<file path="config.mk">
export PLATFORM = sky130hd
export DESIGN_NAME = tdc_meas_sequencer
export DESIGN_NICKNAME = d
export VERILOG_FILES = /design/src/rtl/tdc_pkg.sv /design/src/rtl/tdc_meas_sequencer_sync_2ff.sv /design/src/rtl/tdc_meas_sequencer.sv
export SDC_FILE = /design/constraint.sdc
export NUM_CORES = 1
export LEC_CHECK = 0
export CORE_AREA = 5 5 104 106
export CTS_CLUSTER_DIAMETER = 30
export DETAILED_ROUTE_END_ITERATION = 10
export DIE_AREA = 0 0 109 111
export PLACE_DENSITY = 0.83
export SLEW_MARGIN = 20
export SYNTH_ARGS = -nofsm -noshare
export SYNTH_HDL_FRONTEND = slang
export SYNTH_SLANG_ARGS = --single-unit
</file>
<file path="constraint.sdc">
create_clock -name clk -period 2.3 [get_ports clk]
set_clock_uncertainty 0.1 [all_clocks]
set_input_delay 0.23 -clock clk [delete_from_list [all_inputs] [get_ports clk]]
set_output_delay 0.23 -clock clk [all_outputs]
set_load 0.005 [all_outputs]
</file>
<file path="src/rtl/tdc_pkg.sv">
// Shared constants, state encoding and read-slot helper for the TDC measurement sequencer.
package tdc_pkg;

    localparam logic [5:0] TDC_ADDR_CFG1  = 6'h00;
    localparam logic [5:0] TDC_ADDR_TIME1 = 6'h10;
    localparam logic [5:0] TDC_ADDR_CC1   = 6'h11;
    localparam logic [5:0] TDC_ADDR_TIME2 = 6'h12;
    localparam logic [7:0] TDC_CFG1_START = 8'h03;

    // Index of the last of the three result reads.
    localparam logic [1:0] RD_LAST = 2'd2;

    typedef enum logic [2:0] {
        IDLE     = 3'd0,
        CFG_WR   = 3'd1,
        CFG_WAIT = 3'd2,
        WAIT_INT = 3'd3,
        RD_ISSUE = 3'd4,
        RD_WAIT  = 3'd5,
        RESULT   = 3'd6,
        DRAIN    = 3'd7
    } tdc_state_t;

    function automatic logic [5:0] rd_addr(
        input logic [1:0] idx,
        input logic [5:0] a_time1,
        input logic [5:0] a_cc1,
        input logic [5:0] a_time2
    );
        logic [5:0] addr;
        case (idx)
            2'd0:    addr = a_time1;
            2'd1:    addr = a_cc1;
            default: addr = a_time2;
        endcase
        return addr;
    endfunction

endpackage

</file>
<file path="src/rtl/tdc_meas_sequencer_sync_2ff.sv">
// Generic two-flop synchronizer with a configurable reset value.
module sync_2ff #(
    parameter int unsigned          WIDTH     = 1,
    parameter logic [WIDTH-1:0]     RESET_VAL = {WIDTH{1'b0}}
) (
    input  logic             clk,
    input  logic             rst,
    input  logic [WIDTH-1:0] d,
    output logic [WIDTH-1:0] q
);

    logic [WIDTH-1:0] meta_r;

    // Two-stage capture of the asynchronous input.
    always_ff @(posedge clk) begin
        if (rst) begin
            meta_r <= RESET_VAL;
            q      <= RESET_VAL;
        end else begin
            meta_r <= d;
            q      <= meta_r;
        end
    end

endmodule

</file>
<file path="src/rtl/tdc_meas_sequencer.sv">
// One TDC measurement per trigger: CONFIG1 start write, wait for INTB, read TIME1/CLOCK_COUNT1/TIME2, hand off.
module tdc_meas_sequencer
    import tdc_pkg::*;
#(
    parameter int unsigned       TO_W       = 20,
    parameter logic [TO_W-1:0]   TIMEOUT    = 20'd100000,
    parameter logic [7:0]        CFG1_VAL   = TDC_CFG1_START,
    parameter logic [5:0]        ADDR_CFG1  = TDC_ADDR_CFG1,
    parameter logic [5:0]        ADDR_TIME1 = TDC_ADDR_TIME1,
    parameter logic [5:0]        ADDR_CC1   = TDC_ADDR_CC1,
    parameter logic [5:0]        ADDR_TIME2 = TDC_ADDR_TIME2
) (
    input  logic        clk,
    input  logic        rst,
    input  logic        tdc_ready,
    input  logic        soft_reset,
    input  logic        pause,
    input  logic        trig,
    input  logic        tdc_intb,
    output logic        spi_start,
    output logic        spi_write,
    output logic [5:0]  spi_addr,
    output logic [7:0]  spi_wdata,
    input  logic        spi_done,
    input  logic [23:0] spi_rdata,
    output logic        res_valid,
    input  logic        res_ready,
    output logic [23:0] res_time1,
    output logic [23:0] res_cc1,
    output logic [23:0] res_time2,
    output logic        timeout_err,
    output logic        busy
);

    localparam logic [TO_W-1:0] TO_ONE  = {{(TO_W-1){1'b0}}, 1'b1};
    localparam logic [TO_W-1:0] TO_LAST = TIMEOUT - TO_ONE;

    tdc_state_t      state_r;
    logic [1:0]      idx_r;
    logic [TO_W-1:0] to_cnt_r;
    logic            intb_s;
    logic            abort_s;

    sync_2ff #(
        .WIDTH     (1),
        .RESET_VAL (1'b1)
    ) u_intb_sync (
        .clk (clk),
        .rst (rst),
        .d   (tdc_intb),
        .q   (intb_s)
    );

    // Losing tdc_ready mid-measurement is handled exactly like a soft reset.
    assign abort_s = soft_reset | ~tdc_ready;

    // Sequencer state, SPI request fields, result capture and status outputs.
    always_ff @(posedge clk) begin
        if (rst) begin
            state_r     <= IDLE;
            idx_r       <= 2'd0;
            to_cnt_r    <= {TO_W{1'b0}};
            spi_start   <= 1'b0;
            spi_write   <= 1'b0;
            spi_addr    <= 6'd0;
            spi_wdata   <= 8'd0;
            res_valid   <= 1'b0;
            res_time1   <= 24'd0;
            res_cc1     <= 24'd0;
            res_time2   <= 24'd0;
            timeout_err <= 1'b0;
            busy        <= 1'b0;
        end else begin
            spi_start   <= 1'b0;
            timeout_err <= 1'b0;
            case (state_r)
                IDLE: begin
                    if (trig && tdc_ready && !pause) begin
                        state_r   <= CFG_WR;
                        busy      <= 1'b1;
                        spi_start <= 1'b1;
                        spi_write <= 1'b1;
                        spi_addr  <= ADDR_CFG1;
                        spi_wdata <= CFG1_VAL;
                    end
                end
                // The request is already on the bus here, so an abort must still drain it.
                CFG_WR: begin
                    if (abort_s) begin
                        state_r <= DRAIN;
                    end else begin
                        state_r <= CFG_WAIT;
                    end
                end
                CFG_WAIT: begin
                    if (abort_s) begin
                        if (spi_done) begin
                            state_r <= IDLE;
                            busy    <= 1'b0;
                        end else begin
                            state_r <= DRAIN;
                        end
                    end else if (spi_done) begin
                        state_r  <= WAIT_INT;
                        to_cnt_r <= {TO_W{1'b0}};
                    end
                end
                WAIT_INT: begin
                    if (abort_s) begin
                        state_r <= IDLE;
                        busy    <= 1'b0;
                    end else if (!intb_s) begin
                        state_r   <= RD_ISSUE;
                        idx_r     <= 2'd0;
                        spi_start <= 1'b1;
                        spi_write <= 1'b0;
                        spi_addr  <= rd_addr(2'd0, ADDR_TIME1, ADDR_CC1, ADDR_TIME2);
                    end else if (to_cnt_r == TO_LAST) begin
                        state_r     <= IDLE;
                        busy        <= 1'b0;
                        timeout_err <= 1'b1;
                    end else begin
                        to_cnt_r <= to_cnt_r + TO_ONE;
                    end
                end
                RD_ISSUE: begin
                    if (abort_s) begin
                        state_r <= DRAIN;
                    end else begin
                        state_r <= RD_WAIT;
                    end
                end
                RD_WAIT: begin
                    if (abort_s) begin
                        if (spi_done) begin
                            state_r <= IDLE;
                            busy    <= 1'b0;
                        end else begin
                            state_r <= DRAIN;
                        end
                    end else if (spi_done) begin
                        case (idx_r)
                            2'd0:    res_time1 <= spi_rdata;
                            2'd1:    res_cc1   <= spi_rdata;
                            default: res_time2 <= spi_rdata;
                        endcase
                        if (idx_r == RD_LAST) begin
                            state_r   <= RESULT;
                            res_valid <= 1'b1;
                        end else begin
                            state_r   <= RD_ISSUE;
                            idx_r     <= idx_r + 2'd1;
                            spi_start <= 1'b1;
                            spi_addr  <= rd_addr(idx_r + 2'd1, ADDR_TIME1, ADDR_CC1, ADDR_TIME2);
                        end
                    end
                end
                RESULT: begin
                    if (abort_s || res_ready) begin
                        state_r   <= IDLE;
                        busy      <= 1'b0;
                        res_valid <= 1'b0;
                    end
                end
                DRAIN: begin
                    if (spi_done) begin
                        state_r <= IDLE;
                        busy    <= 1'b0;
                    end
                end
                default: begin
                    state_r   <= IDLE;
                    busy      <= 1'b0;
                    res_valid <= 1'b0;
                end
            endcase
        end
    end

endmodule

</file>
==> results.ini <==
[critical_path]
start_kind = flop
startpoint = to_cnt_r[0]
crit_path_max_fanout = 5
end_kind = flop
r2r_slack_ps = 180
reg2reg_from = to_cnt_r[0]
r2r_end = state_r[1]
required_ps = 2470
r2r_cells = 7
crit_type = flop to flop
crit_arrival_ps = 2290

[min_path]
whs_path_depth = 2
hp-class = input port to flop
min_to = spi_write
hold_path_startpoint = rst

[sta]
finalWorstSetupSlack_ps = 183
setup_viol = 0
max_freq_mhz = 472
drv_slew = 0
finalCriticalPeriod_ps = 2120
rsz0062_at_grt = false
final.period_utilization_pct = 92.0
worst_pin_slew_ps = 779
slew_headroom_pct = 48.1
hold_viol = 0

[placement]
place.gp.congestion = 0.883
dpl-instance-area_sq_um = 5940
numPortBuffers = 114
place_ws_ps = -42.7
hpwl_um = 9120

[synth]
synth.distinct_cells = 58
async_flop_share_pct = 0
ys_seq_area_share_pct = 47.2
synthFlopType = dfxtp_1
synthesis.area_sq_um = 4580
avgSynthCellArea_sq_um = 7.95
syn-instance-count = 577
ys_seq_elements = 108
synth_edf_count = 0
ys_warn_count = 0

[drt]
routed_wl_um = 12800
drt-initial-drc-count = 287
drt-vias-per-instance = 5.36
ant_nets = 0
drc = 0
num_vias = 4438
drt-pass1-iter-count = 5
detail_route.wl_per_cell_um = 15.5

[clock_network]
cts-buffers-inserted = 9
cts_setup_buffers = 0
post_cts_resized = 0
ctsLongestPathBuffers = 2
path_clk_slew_ps = 100
clockRootBuffer = clkbuf_8
clock-sinks = 108
cts_tree = yes
hold_buffers = 0
htree_levels = 3
clk_latency_ps = 360

[die]
dieArea_sq_um = 12100
rows = 36
die_y_um = 111
num_io_pins = 124
core_sq_um = 9680
start_util_pct = 47.3
die_w_um = 109

[cells_and_area]
diodes = 0
areaGrowthSynthToFinish_pct = 33.5
final_area_sq_um = 6120
layout-drive-gt1-share_pct = 8.78
num-fill-cells = 823
final_cell_mix = 159 x nand2_1, 113 x clkdlybuf4s50_1, 108 x dfxtp_1
layout_commonest_cell = nand2_1
fin_nets = 728
fin_util_pct = 63.2

[pwr]
power_leakage_nw = 2.05
p_per_area_nw_per_um2 = 615
ir_drop_uv = 301
power.total_mw = 3.76

[global_route]
gr-total-overflow = 0
gr-usage-all-layers_pct = 21.2
antenna_found_initial = 0
grt_pass1_wl_um = 20900
first_global_vias = 4272
grt_max_degree = 80

[outcome]
status = complete, no violations

[job]
max_cap_violations = 0

## per-layer routing
| layer | GRT usage, % | vias to the layer above | wire, um |
|---|---|---|---|
| li1 | - | 2202 | - |
| met1 | 27.0 | 2073 | 5490 |
| met2 | 35.1 | 145 | 6370 |
| met3 | 3.49 | 18 | 720 |
| met4 | 9.18 | 0 | 228 |
| met5 | 0 | - | 0 |
## metrics by stage
step | std cells | hold WS (ps) | TNS, ps
5_1_grt | 828 | 319 | 0
3_3_place_gp | 813 | 302 | 0
6_report | 828 | 315 | 0
2_1_floorplan | 585 | 234 | 0
4_1_cts | 828 | 310 | 0
3_5_place_dp | 813 | 298 | -69.7
## registers in the layout, summed over array words and instances, names as in the netlist
| register | cells |
|---|---|
| spi_write | 1 |
| u_intb_sync.q | 1 |
| state_r | 3 |
| busy | 1 |
| spi_addr | 3 |
| res_cc1 | 24 |
| to_cnt_r | 20 |
| idx_r | 2 |
| res_time1 | 24 |
| spi_wdata | 1 |
| res_time2 | 24 |
| res_valid | 1 |
| u_intb_sync.meta_r | 1 |
| spi_start | 1 |
| timeout_err | 1 |
## power breakdown
part | total (mW) | switching, mW | internal, mW
combinational | 0.688 | 0.362 | 0.326
clock | 1.09 | 0.675 | 0.414
sequential | 1.99 | 0.0630 | 1.92
## critical path, cell delays in order (launching register included)
cell and delay (ps):
dfxtp_1 410, ha_1 240, and3_1 190, nand4_1 120, o21a_1 250, buf_4 150
or4_1 490, o31ai_1 80
## worst max-delay path by stage
stage,endpoint,slack (ps),cells after the start
4_1_cts,state_r[1],190,7
3_5_place_dp,to_cnt_r[19],-40,6
3_3_place_gp,to_cnt_r[19],9,6
5_1_grt,spi_addr[1],40,6
6_report,state_r[1],180,7
2_1_floorplan,state_r[1],330,7
## cells by family after synthesis
family	after synthesis	share of synthesized area, %
AOI/OAI and AO/OA	150	19.2
adders and majority gates	4	1.09
buffers and inverters	59	6.22
DFF	108	47.2
muxes	3	0.682
other	1	0.0818
and+or+nand+nor	252	25.5
## synth_stat cells (3+ instances only)
library cell,instances,share of area [%]
nand2_1,159,13
dfxtp_1,108,47
a21oi_1,98,11
clkbuf_1,25,2.0
nor2_1,19,1.6
buf_2,14,1.5
o21ai_0,13,1.4
buf_4,10,1.6
nor3_1,10,1.1
inv_1,8,0.66
nand3_1,8,0.87
and3_1,7,0.96
a31oi_1,6,0.82
nand4_1,6,0.82
a311oi_1,5,0.96
ha_1,4,1.1
nand3b_1,4,0.66
nor4_1,4,0.55
o211a_1,4,0.87
or2_2,4,0.55
or3_1,4,0.55
a211oi_1,3,0.49
and2_1,3,0.41
nor2b_1,3,0.41
nor4b_1,3,0.57
o21a_1,3,0.49
## cell type report
| cell class | instances | area, sq um | share of cell area (%) |
|---|---|---|---|
| clock buffers | 9 | 124 | 2.02 |
| repair buffers | 146 | 1400 | 22.9 |
| clock inverters | 6 | 57.6 | 0.941 |
| multi-input cells | 418 | 2180 | 35.6 |
| inverters | 8 | 30.0 | 0.491 |
| flip-flops and latches | 108 | 2160 | 35.3 |
| well taps | 133 | 166 | 2.72 |
(Power assumes the default switching activity.)
